<file path="config.mk">
export PLATFORM = sky130hd
export DESIGN_NAME = multicycle_control
export DESIGN_NICKNAME = d
export VERILOG_FILES = /design/src/rtl/multicycle_control.sv
export SDC_FILE = /design/constraint.sdc
export NUM_CORES = 1
export LEC_CHECK = 0
export CAP_MARGIN = 40
export CORE_UTILIZATION = 60
export CTS_CLUSTER_DIAMETER = 200
export CTS_CLUSTER_SIZE = 40
export DETAILED_ROUTE_END_ITERATION = 7
export DONT_BUFFER_PORTS = 1
export PLACE_DENSITY = 0.74
export SKIP_CTS_REPAIR_TIMING = 1
export SLEW_MARGIN = 20
export SYNTH_ARGS = -nofsm -noshare
export SYNTH_HDL_FRONTEND = slang
export SYNTH_SLANG_ARGS = --single-unit
</file>
<file path="constraint.sdc">
create_clock -name clk -period 6 [get_ports clk]
set_input_delay 0.6 -clock clk [delete_from_list [all_inputs] [get_ports clk]]
set_output_delay 0.6 -clock clk [all_outputs]
set_load 0.03 [all_outputs]
</file>
<file path="src/rtl/multicycle_control.sv">
// Moore controller for the multicycle MIPS datapath; CTRL_ILLEGAL_TRAP_EN adds a sticky illegal-opcode trap.
// Latency: controls are registered and decode the current state; 3-5 cycles per instruction.
// Backpressure: en=0 freezes state and the retire counter and masks every write strobe.
module multicycle_control #(
    parameter int CNT_W = 32
) (
    input  logic             clk,
    input  logic             reset,
    input  logic             en,
    input  logic [5:0]       OP,
    input  logic [5:0]       Funct,
    output logic             IorD,
    output logic             ALUSrcA,
    output logic [1:0]       ALUSrcB,
    output logic [1:0]       PCSrc,
    output logic             IRWrite,
    output logic             PCWrite,
    output logic             MemWrite,
    output logic             RegDst,
    output logic             MemtoReg,
    output logic             RegWrite,
    output logic             Branch,
    output logic [1:0]       ALUOp,
    output logic [CNT_W-1:0] instr_count
`ifdef CTRL_ILLEGAL_TRAP_EN
    ,
    output logic             illegal
`endif
);

    localparam logic [5:0] OP_LW    = 6'b100011;
    localparam logic [5:0] OP_SW    = 6'b101011;
    localparam logic [5:0] OP_RTYPE = 6'b000000;
    localparam logic [5:0] OP_BEQ   = 6'b000100;
    localparam logic [5:0] OP_ADDI  = 6'b001000;
    localparam logic [5:0] OP_J     = 6'b000010;

    typedef enum logic [3:0] {
        S_FETCH, S_DECODE, S_MEMADR, S_MEMRD, S_MEMWB, S_MEMWR,
        S_EXECUTE, S_ALUWB, S_BRANCH, S_ADDIEX, S_ADDIWB, S_JUMP
`ifdef CTRL_ILLEGAL_TRAP_EN
        , S_TRAP
`endif
    } state_t;

    typedef struct packed {
        logic       iord;
        logic       alusrca;
        logic [1:0] alusrcb;
        logic [1:0] pcsrc;
        logic       irwrite;
        logic       pcwrite;
        logic       memwrite;
        logic       regdst;
        logic       memtoreg;
        logic       regwrite;
        logic       branch;
        logic [1:0] aluop;
    } ctrl_t;

    state_t state, state_nxt;
    ctrl_t  ctrl;

    logic unused_funct;
    assign unused_funct = ^Funct;

    function automatic ctrl_t decode(input state_t s);
        ctrl_t c;
        c = '0;
        case (s)
            S_FETCH:   begin c.irwrite = 1'b1; c.pcwrite = 1'b1; c.alusrcb = 2'b01; end
            S_DECODE:  c.alusrcb = 2'b11;
            S_MEMADR:  begin c.alusrca = 1'b1; c.alusrcb = 2'b10; end
            S_MEMRD:   c.iord = 1'b1;
            S_MEMWB:   begin c.memtoreg = 1'b1; c.regwrite = 1'b1; end
            S_MEMWR:   begin c.iord = 1'b1; c.memwrite = 1'b1; end
            S_EXECUTE: begin c.alusrca = 1'b1; c.aluop = 2'b10; end
            S_ALUWB:   begin c.regdst = 1'b1; c.regwrite = 1'b1; end
            S_BRANCH:  begin c.alusrca = 1'b1; c.aluop = 2'b01; c.pcsrc = 2'b01; c.branch = 1'b1; end
            S_ADDIEX:  begin c.alusrca = 1'b1; c.alusrcb = 2'b10; end
            S_ADDIWB:  c.regwrite = 1'b1;
            S_JUMP:    begin c.pcsrc = 2'b10; c.pcwrite = 1'b1; end
            default:   c = '0;
        endcase
        return c;
    endfunction

    always_comb begin
        state_nxt = state;
        case (state)
            S_FETCH:  state_nxt = S_DECODE;
            S_DECODE: begin
                case (OP)
                    OP_LW, OP_SW: state_nxt = S_MEMADR;
                    OP_RTYPE:     state_nxt = S_EXECUTE;
                    OP_BEQ:       state_nxt = S_BRANCH;
                    OP_ADDI:      state_nxt = S_ADDIEX;
                    OP_J:         state_nxt = S_JUMP;
`ifdef CTRL_ILLEGAL_TRAP_EN
                    default:      state_nxt = S_TRAP;
`else
                    default:      state_nxt = S_FETCH;
`endif
                endcase
            end
            S_MEMADR:  state_nxt = (OP == OP_SW) ? S_MEMWR : S_MEMRD;
            S_MEMRD:   state_nxt = S_MEMWB;
            S_EXECUTE: state_nxt = S_ALUWB;
            S_ADDIEX:  state_nxt = S_ADDIWB;
`ifdef CTRL_ILLEGAL_TRAP_EN
            S_TRAP:    state_nxt = S_TRAP;
`endif
            default:   state_nxt = S_FETCH;
        endcase
    end

    // Outputs are registered alongside the state so they always decode the state just entered.
    always_ff @(posedge clk or negedge reset) begin
        if (!reset) begin
            state       <= S_FETCH;
            ctrl        <= decode(S_FETCH);
            instr_count <= '0;
`ifdef CTRL_ILLEGAL_TRAP_EN
            illegal     <= 1'b0;
`endif
        end else if (en) begin
            state <= state_nxt;
            ctrl  <= decode(state_nxt);
            // FETCH is only ever re-entered from a finished instruction (or a DECODE NOP).
            if (state_nxt == S_FETCH)
                instr_count <= instr_count + 1'b1;
`ifdef CTRL_ILLEGAL_TRAP_EN
            illegal <= (state_nxt == S_TRAP);
`endif
        end
    end

    assign IorD     = ctrl.iord;
    assign ALUSrcA  = ctrl.alusrca;
    assign ALUSrcB  = ctrl.alusrcb;
    assign PCSrc    = ctrl.pcsrc;
    assign RegDst   = ctrl.regdst;
    assign MemtoReg = ctrl.memtoreg;
    assign ALUOp    = ctrl.aluop;
    assign IRWrite  = ctrl.irwrite  & en;
    assign PCWrite  = ctrl.pcwrite  & en;
    assign MemWrite = ctrl.memwrite & en & reset;
    assign RegWrite = ctrl.regwrite & en & reset;
    assign Branch   = ctrl.branch   & en & reset;

endmodule

</file>
==> Yosys cells after proc, flatten, opt, wreduce, memory -nomap -nowiden <==
Index checks and enable logic that the tools add are counted.
W data, S select, Z words.
{ "word_totals": {"mem_bits_ro": 0, "output_inout_bits": 47, "ramBits": 0, "mem_count": 0, "ff_bits": 51, "latchBits": 0, "wordCells": 69, "in_bits": 15} }
{ "op_classes": {"mux": 15, "n_shift": 0, "n_addsub": 1, "order_cmp": 0, "n_reduce_logical": 10, "div_mod_pow": 0, "multipliers": 0, "n_eq_ne": 21, "bitwise_logic": 8} }
{ "op_table": {"columns": ["operator", "count"], "rows": [
  ["$add A32 B1 Y32 const B", 1],
  ["$pmux W4 S6", 1],
  ["$eq A4 B3 Y1 const B", 5],
  ["$eq A4 B4 Y1 const B", 5],
  ["$pmux W4 S5", 1],
  ["$eq A4 B2 Y1 const B", 4],
  ["$eq A6 B6 Y1 const B", 2],
  ["$mux W1", 9],
  ["$and A1 B1 Y1", 8],
  ["$eq A4 B1 Y1 const B", 2],
  ["$logic_not A4 Y1", 2],
  ["$pmux W2 S2", 2],
  ["$reduce_or A2 Y1", 4],
  ["$eq A6 B2 Y1 const B", 1],
  ["$eq A6 B3 Y1 const B", 1],
  ["$eq A6 B4 Y1 const B", 1],
  ["$logic_not A6 Y1", 1],
  ["$pmux W2 S3", 1],
  ["$reduce_or A4 Y1", 1],
  ["$mux W3", 1],
  ["$reduce_or A3 Y1", 1],
  ["$reduce_and A2 Y1", 1]
]} }

==> Logic depth before layout (Yosys ltp) <==
Gate-level depths: netlist (run 1).
{ "depth": {"word_depth": 7, "depth_mapped": 8, "mapped_depth_nobuf": 6} }

==> Worst setup path after synthesis (run 1) <==
Ideal clock, no wire load.
{ "synth_path": {"path_kind": "input port to flip-flop", "from": "in OP[3]", "to": "reg instr_count[3]", "n_path_buf": 2, "t_arrival_ns": 2.065, "t_required_ns": 5.865, "setup_slack_ns": 3.801, "setup_time_ns": 0.135, "cell_stages": 8, "path_cell_list": "buf_4 > nand4_2 > o41ai_4 > nand3_4 > nor4_4 > buf_6 > nand3_1 > xnor2_1"} }
{ "synth_between": {"elab_chain_cells": 6, "word_cells_on_any_way": 12, "cone_classes": "eq/ne: 5; mux: 3; reduce/logical: 4"} }
{ "synth_rtl": {"columns": ["item", "line_no", "rtl"], "rows": [
  ["from (decl)", "10", "input logic [5:0] OP,"],
  ["$eq A6 B6 Y1, on equally long branches", "93, 106", null],
  ["$reduce_or A2 Y1", "93", "case (OP)"],
  ["$pmux W4 S5", "93", null],
  ["$pmux W4 S6 *", "90", "case (state)"],
  ["$logic_not A4 Y1 *", "130", "if (state_nxt == S_FETCH)"],
  ["$reduce_and A2 Y1 (no line) *", null, null],
  ["to (signal assigned)", "131", "instr_count <= instr_count + 1'b1;"],
  ["to (decl)", "24", "output logic [CNT_W-1:0] instr_count"]
]} }
Every way passes the cells marked *; elsewhere a longest branch is shown, timed or not.
A chain may end at the register's enable or synchronous reset.

==> Worst setup path after layout (run 1) <==
{ "layout_path": {"from": "reg instr_count[10]", "to": "reg instr_count[30]"} }
{ "layout_between": {"elab_chain_cells": 1} }
{ "layout_rtl": {"columns": ["item", "line_no"], "rows": [
  ["$add A32 B1 Y32", "131"]
]} }
Every way passes these cells.

==> results.tsv, run 1 <==
metric	value	unit
status	complete, no violations	
drtIter0Drc	115	
synth_most_common_cell	dfrtp_1	
worst_slew_pin_slew	0.776	ns
ant_nets	0	
period_share	41.0	%
die_h	67.8	um
area_delta_synth_final	2.84	%
yosysUniqueCellTypes	46	
synth_compound_area_share	7.84	%
yosys_warnings	0	
row_count	23	
synth.area.mux_share	1.68	%
hpwl	3520	um
design_power_total	0.000785	W
antenna_found_initial	0	
synthesis.nets	275	
leakage	1.17	nW
clockPowerShare	23.8	%
finalClockSkew	0.00656	ns
ys_ff_latch	49	
powerDensity	294	nW/um2
fp.dieW	67.8	um
first_pass_iters	4	
critPathKind	reg -> reg	
fin_hold_ws	0.130	ns
synth_top_area_share	44.3	%
syn-cell-area	2600	um2
fp.coreArea	4090	um2
synth_top_area_cell	dfrtp_1	
ir_worst_vdd	221	uV
relSlewSlack	47.9	%
critPathMaxFanout	5	
synth_adder_area_share	0.481	%
synth-xor-area-share	11.4	%
worstPathArrival	2.64	ns
synth-async-reset-ratio	100	%
n_antenna_cell	0	
cts_tree	yes	
grt_max_degree	53	
setup-tns-final	0	ns
wl_per_cell	17.1	um
start_util	63.7	%
io_pins	62	
synth_ff_type	dfrtp_1	
nNetsFinal	267	
route.detailed.drc	0	
ctsLongestPathBuffers	2	
min_path_type	in -> async	
io_buffers	0	
required	6.19	ns
clkTransAtPathRegs	0.08	ns
numCtsBuffers	5	
synthTopCellsByArea	dfrtp_1 44%, xnor2_1 8.4%, nand3_1 3.8%	
dieArea	4600	um2
finalCriticalPeriod	2.46	ns
cap_violations	0	
hold_violations	0	
insertion_delay	0.31	ns
swShare	35.5	%
finalWeightedCongestion	0.792	
rsz0062_at_grt	false	
htreeDepth	2	
synth_top_family_by_area	simple AND/OR/NAND/NOR gates	
synth-seq-area-share	47.3	%
switchingPower	0.000279	W
p_int	0.000507	W
avgSynthCellArea	10.0	um2
viasPerCell	6.13	
max_freq	407	MHz
cts_num_sinks	49	
end_kind	register	
drv_slew	0	
startpoint_type	register	
seq_power_share	58.4	%
synth_common_cells	46 x dfrtp_1, 25 x xnor2_1, 20 x nand3_1	
grt_pass1_vias	1675	
setup_viol	0	
dr_total_vias	1851	
synth_edf_count	0	
drt_wl_total	5150	um
grtUsageTotal	24.0	%
cts_root_buf	clkbuf_8	
netlist_instances	259	
drive_gt1_share	10.3	%
combPwrFrac	17.8	%
overflow	0	
synth-simple-area-share	25.6	%
grt_pass1_wl	8030	um
-- power by group through the flow --
stage          registers [W]  logic [W]  clock network, W
3_3_place_gp        0.000465   0.000129                 0
2_1_floorplan       0.000440   0.000139                 0
3_5_place_dp        0.000465   0.000132                 0
4_1_cts             0.000459   0.000134          0.000192
5_1_grt             0.000466   0.000156          0.000206
6_report            0.000459   0.000140          0.000187
-- logic make-up (layout without fill, tap and decap cells) --
group | Yosys count | after routing
AOI/OAI and AO/OA | 27 | 27
and+or+nand+nor | 116 | 116
muxes | 4 | 4
adders and majority gates | 1 | 1
xor gates and xnor gates | 34 | 34
buffers and inverters | 28 | 21
DFF | 49 | 49
-- through the flow --
step	worst slack (ns)	area (um2)	utilization (%)	cells
finish	3.54	2680	65.5	302
global route	3.30	2680	65.5	302
CTS	3.53	2650	64.8	301
detailed placement	3.41	2560	62.7	293
global placement	3.29	2560	62.6	292
floorplan	3.80	2600	-	259
-- cell usage in the layout (no fill, tap or decap), types with 2 or more instances in the layout --
cell and count:
and4_1 2, dfrtp_1 46, and3_2 2, nand3_1 20
o22ai_1 2, nand3_4 2, dfstp_2 3, clkbuf_8 5
inv_1 11, mux2_2 3, nor3_1 7, nand4_1 14
and3_1 12, nor3b_1 2, and2_1 7, a21oi_1 5
nor2b_1 3, clkbuf_1 2, nand2_1 18, nor4_1 7
nor2_1 15, o21a_1 3, xor2_1 9, o21ai_0 5
xnor2_1 25
-- layer usage --
metal / vias up / track usage (%) / share of wire (%)
li1: 883 / - / -
met4: 0 / 12.0 / 1.1
met3: 7 / 6.33 / 5.6
met5: - / 0 / 0
met2: 65 / 36.3 / 47
met1: 896 / 31.8 / 46
-- area by class of cell --
cell class | instances | area, um2
inverters | 11 | 41.3
multi-input cells | 182 | 1220
well taps | 50 | 62.6
repair buffers | 2 | 32.5
clock inverters | 1 | 7.51
flip-flops and latches | 49 | 1230
fillers | 356 | 1410
clock buffers | 7 | 76.3
-- final timing paths --
path	cells past startpoint	startpoint	slack, ns	to
min reg2reg	2	ctrl[8]	0.49	ctrl[8]
max reg2reg	6	instr_count[10]	3.54	instr_count[30]
max in group asynchronous	1	reset	5.66	state[3]
min	0	reset	0.13	ctrl[8]
min in group clk	1	en	0.35	ctrl[7]
max	6	instr_count[10]	3.54	instr_count[30]
-- sequential cells by signal, indices dropped and copies added (netlist names) --
register and flops:
MemtoReg 1, ALUSrcA 1, IorD 1, ALUOp 1, RegDst 1, ALUSrcB 2, state 4, ctrl 5
PCSrc 1, instr_count 32
-- worst max-delay path: stages (launching register included) --
cell and delay (ns):
dfrtp_1 0.59, and3_1 0.30, and3_1 0.25, nand3_1 0.15
nor4_1 0.68, nand3_1 0.20, xnor2_1 0.17
No activity file was read; power rests on OpenSTA's default activity.
==> run 2, diff against run 1 <==
--- a/config.mk
+++ b/config.mk
@@ -6,12 +6,12 @@
 export NUM_CORES = 1
 export LEC_CHECK = 0
 export CAP_MARGIN = 40
-export CORE_UTILIZATION = 60
+export CORE_UTILIZATION = 57
 export CTS_CLUSTER_DIAMETER = 200
 export CTS_CLUSTER_SIZE = 40
 export DETAILED_ROUTE_END_ITERATION = 7
 export DONT_BUFFER_PORTS = 1
-export PLACE_DENSITY = 0.74
+export PLACE_DENSITY = 0.73
 export SKIP_CTS_REPAIR_TIMING = 1
 export SLEW_MARGIN = 20
 export SYNTH_ARGS = -nofsm -noshare
==> constraint.sdc (replaced) <==
create_clock -name clk -period 2 [get_ports clk]
set_input_delay 0.2 -clock clk [delete_from_list [all_inputs] [get_ports clk]]
set_output_delay 0.2 -clock clk [all_outputs]
set_load 0.03 [all_outputs]
==> run 2 against run 1 <==
Against the previous run:
- critical path depth increased by 1
- the run now ends with setup timing left
- worst setup slack got worse by 3.6 ns
- final area increased by 22%
- final cell count increased by 19%
- critical path type unchanged
- non-clock buffer count increased by 54
- sequential power increased to 2.7 times the previous value
- flip-flop and latch count unchanged
- die area increased by 5.1%
==> results.tsv, run 2 (synthesis gave the netlist of run 1 again) <==
metric	value	unit
status	finished with violations	
violations	setup timing	
dpl_cell_area	2940	um2
reg2reg_from	state[3]	
crit_path_cell_trace	a21o_2 > o221a_4 > buf_6 > nor4_4 > clkbuf_16 > nand3_2 > xnor2_1	
critPathKind	reg -> reg	
r2r_cells	7	
startpoint	state[3]	
startpoint_type	register	
max_flop_register	instr_count	
antenna_found_initial	0	
period_share	101	%
route.detailed.drc	0	
overflow	0	
io_buffers	0	
grt_max_degree	53	
worst_slew_pin_slew	0.586	ns
htreeDepth	2	
min_path_type	in -> reg	
leakage	1.49	nW
max_freq	494	MHz
die_h	69.6	um
start_util	59.3	%
finalWeightedCongestion	0.888	
cts_tree	yes	
top_regs	instr_count: 32 flops, ctrl: 5 flops, state: 4 flops	
dieArea	4840	um2
worstPathArrival	2.25	ns
worst_slack	-0.0250	ns
r2r-end	instr_count[13]	
area_delta_synth_final	25.3	%
grt_pass1_vias	1901	
finalClockSkew	0.0105	ns
final_common_cell	buf_4	
fin_hold_ws	0.00252	ns
critPathSlowestCell	dfrtp_2	
dp_slack	-0.201	ns
critPathMaxFanout	6	
io_pins	62	
hpwl	4060	um
rsz0062_at_grt	true	
layout_common_cells	50 x buf_4, 44 x dfrtp_1, 25 x xnor2_1	
drive_gt1_share	32.4	%
cap_violations	0	
numCtsBuffers	5	
drt_wl_total	6200	um
n_antenna_cell	0	
ctsLongestPathBuffers	2	
final_area	3260	um2
nFillCells	331	
grt_pass1_wl	9070	um
setup_viol	3	
cts_num_sinks	49	
required	2.22	ns
finalCriticalPeriod	2.02	ns
ant_nets	0	
powerDensity	817	nW/um2
design_power_total	0.00266	W
relSlewSlack	60.7	%
fp.dieW	69.6	um
clkTransAtPathRegs	0.09	ns
end_kind	register	
wl_per_cell	17.3	um
hold_violations	0	
row_count	24	
nNetsFinal	321	
largest_reg_flops	32	
cp_slowest_stage_delay	0.46	ns
hold_depth	1	
first_pass_iters	4	
viasPerCell	5.85	
ir_worst_vdd	720	uV
r2r_slack	-0.02	ns
drtIter0Drc	165	
crit_end	instr_count[13]	
dr_total_vias	2096	
cts_root_buf	clkbuf_8	
fp.coreArea	4380	um2
drv_slew	0	
insertion_delay	0.31	ns
grtUsageTotal	23.9	%
run 2: cell count changes in the layout (fill, tap and decap cells not counted), sizes merged:
cell	change
clkbuf	+1
buf	+51
dlygate4sd3	+2
run 2: critical path, delay by kind of cell, from the launching register on:
| family | cells | cell delay, ns |
|---|---|---|
| XOR/XNOR | 1 | 0.18 |
| AND/OR/NAND/NOR | 2 | 0.48 |
| flip-flops | 1 | 0.46 |
| buffers and inverters | 2 | 0.38 |
| AO/OA/AOI/OAI | 2 | 0.46 |
run 2: routing by layer:
layer | global-route usage, % | wire length [um] | up-vias
li1 | - | - | 999
met1 | 34.3 | 2820 | 1026
met2 | 35.8 | 2950 | 62
met3 | 7.12 | 360 | 9
met4 | 5.67 | 64 | 0
met5 | 0 | 0 | -
run 2: layout make-up:
type	instances	area [um2]	area share, %
clock inverter	1	7.51	0.230
clock buffer	7	76.3	2.34
timing repair buffer	56	479	14.7
sequential	49	1230	37.8
multi-input combinational	182	1360	41.6
inverter	11	41.3	1.27
tap	52	65.1	2.00
run 2: power breakdown:
part	leakage (nW)	internal (W)	total [W]	switching, W
Clock	0.0385	0.000248	0.000575	0.000327
Combinational	0.798	0.000358	0.000867	0.000509
Sequential	0.649	0.00111	0.00122	0.000113
run 2: worst min-delay path by stage:
stage                from              end  slack, ns
finish                 en             IorD      0.003
global route           en         MemtoReg      0.006
CTS                 reset  instr_count[20]      -0.43
detailed placement  reset         MemtoReg      -0.09
global placement    reset           RegDst      -0.09
floorplan           reset         ALUOp[1]       -0.1
run 2: through the flow:
| step | setup TNS (ns) | utilization [%] | std cells |
|---|---|---|---|
| global route | -1.30 | 74.3 | 358 |
| floorplan | 0 | - | 259 |
| detailed placement | -2.31 | 67.1 | 344 |
| CTS | -2.70 | 69.0 | 352 |
| finish | -0.0662 | 74.3 | 358 |
| global placement | -5.09 | 67.0 | 343 |
==> run 3, diff against run 2 <==
--- a/config.mk
+++ b/config.mk
@@ -6,12 +6,12 @@
 export NUM_CORES = 1
 export LEC_CHECK = 0
 export CAP_MARGIN = 40
-export CORE_UTILIZATION = 57
+export CORE_UTILIZATION = 40
 export CTS_CLUSTER_DIAMETER = 200
 export CTS_CLUSTER_SIZE = 40
 export DETAILED_ROUTE_END_ITERATION = 7
 export DONT_BUFFER_PORTS = 1
-export PLACE_DENSITY = 0.73
+export PLACE_DENSITY = 0.54
 export SKIP_CTS_REPAIR_TIMING = 1
 export SLEW_MARGIN = 20
 export SYNTH_ARGS = -nofsm -noshare
==> run 3 against run 2 <==
Against the previous run:
- the flow now finishes without violations
- flip-flop and latch count is the same
- clock-buffer cell count grew 1
- sequential power is essentially flat
- fmax grew 1.5%
- first-iteration DRC count shrank 32%
- wire length shrank 2.1%
- die area grew 41%
- final area grew 0.46%
- clock skew shrank 0.0051 ns
- clock power grew 5.6%
- register-to-register slack gained 0.03 ns
- utilization shrank 22 points
- largest cell class unchanged
==> results.tsv, run 3 (synthesis gave the netlist of run 1 again) <==
metric	value	unit
status	complete, no violations	
cts_num_sinks	49	
ir_worst_vdd	599	uV
place_inst	372	
n_antenna_cell	0	
critPathMaxFanout	13	
grt_pass1_wl	9140	um
finalWeightedCongestion	0.786	
critPathSlowestCell	dfrtp_2	
min_path_type	in -> reg	
insertion_delay	0.30	ns
hold_violations	0	
startpoint_type	register	
cts_root_buf	clkbuf_8	
layout_common_cells	54 x buf_4, 45 x dfrtp_1, 25 x xnor2_1	
route.detailed.drc	0	
area_delta_synth_final	25.8	%
wl_per_cell	15.7	um
overflow	0	
drt_wl_total	6070	um
die_h	82.6	um
dr_total_vias	2034	
worstPathArrival	2.19	ns
final_common_cell	buf_4	
critPathKind	reg -> reg	
worst_slew_pin_slew	0.614	ns
relSlewSlack	59.1	%
largest_reg_flops	32	
seq_area	1230	um2
design_power_total	0.00266	W
grtUsageTotal	17.9	%
drtIter0Drc	113	
drv_slew	0	
cts_tree	yes	
io_pins	62	
dieArea	6830	um2
grt_max_degree	53	
first_pass_iters	4	
setup_viol	0	
nFillCells	607	
row_count	29	
period_share	99.8	%
fin_hold_ws	0.00454	ns
ctsLongestPathBuffers	2	
use_met2	25.7	%
nNetsFinal	324	
required	2.19	ns
r2r_slack	0.004	ns
final_util	51.8	%
leakage	1.51	nW
numCtsBuffers	5	
fp.coreArea	6310	um2
grt_pass1_vias	1856	
cap_violations	0	
top_regs	instr_count: 32 flops, ctrl: 5 flops, state: 4 flops	
use_met1	25.4	%
ant_nets	0	
finalClockSkew	0.00537	ns
grt_use_met3	5.71	%
hpwl	4250	um
clkTransAtPathRegs	0.09	ns
fp.dieW	82.6	um
multiInputGateArea	1340	um2
instances_no_fill	386	
end_kind	register	
rsz0062_at_grt	true	
htreeDepth	2	
finalCriticalPeriod	2.00	ns
start_util	41.2	%
grt_most_used_layer	met2	
cp_slowest_stage_delay	0.46	ns
crit_path_cell_trace	o41ai_4 > buf_4 > nand3_4 > nor4_4 > buf_12 > mux2_2	
powerDensity	813	nW/um2
io_buffers	0	
antenna_found_initial	0	
drive_gt1_share	30.4	%
max_freq	501	MHz
viasPerCell	5.27	
max_flop_register	instr_count	
==> run 3: cell count changes in the layout (fill, tap and decap cells not counted), sizes merged <==
cell | before | now
buf | 53 | 57
clkinvlp | 1 | 0
==> run 3: worst max-delay path: cells and delay by family, from the launching register on <==
| family | cells | cell delay, ns |
|---|---|---|
| AOI/OAI and AO/OA | 1 | 0.34 |
| buffers and inverters | 2 | 0.37 |
| and+or+nand+nor | 2 | 0.39 |
| DFF | 1 | 0.46 |
| muxes | 1 | 0.33 |
==> run 3: path summary, 6_finish.rpt <==
path                                        end  cells past startpoint  startpoint
worst max-delay path             instr_count[1]                      6    state[2]
worst min register to register          ctrl[8]                      2     ctrl[8]
max in group asynchronous               ctrl[8]                      2       reset
worst min-delay path                   MemtoReg                      1          en
min in group asynchronous       instr_count[25]                      2       reset
worst max register to register   instr_count[1]                      6    state[2]
==> run 3: final cells by class <==
class | count | area share (%)
sequential | 49 | 37.6
multi-input combinational | 182 | 40.8
clock buffer | 8 | 2.75
tap | 77 | 2.94
inverter | 11 | 1.26
timing repair buffer | 59 | 14.6
==> run 3: routing by layer <==
layer | vias to the layer above | wire length, um
met5 | - | 0
met4 | 0 | 66
met3 | 6 | 367
met2 | 63 | 2700
met1 | 962 | 2940
li1 | 1003 | -
==> run 3: per-stage QoR <==
step,setup WS (ns),area [um2],setup TNS [ns]
after CTS,-0.335,3080,-3.88
final,0.00401,3270,0
after detailed placement,-0.308,2990,-3.37
after global routing,-0.0591,3270,-0.240
after global placement,-0.283,2990,-5.43
after floorplan,0.0755,2610,0
==> run 3: power by group <==
group | switching (W) | total, W | internal [W] | leakage, nW
clock | 0.000324 | 0.000607 | 0.000283 | 0.0455
combinational | 0.000483 | 0.000838 | 0.000355 | 0.817
sequential | 0.000112 | 0.00122 | 0.00111 | 0.651
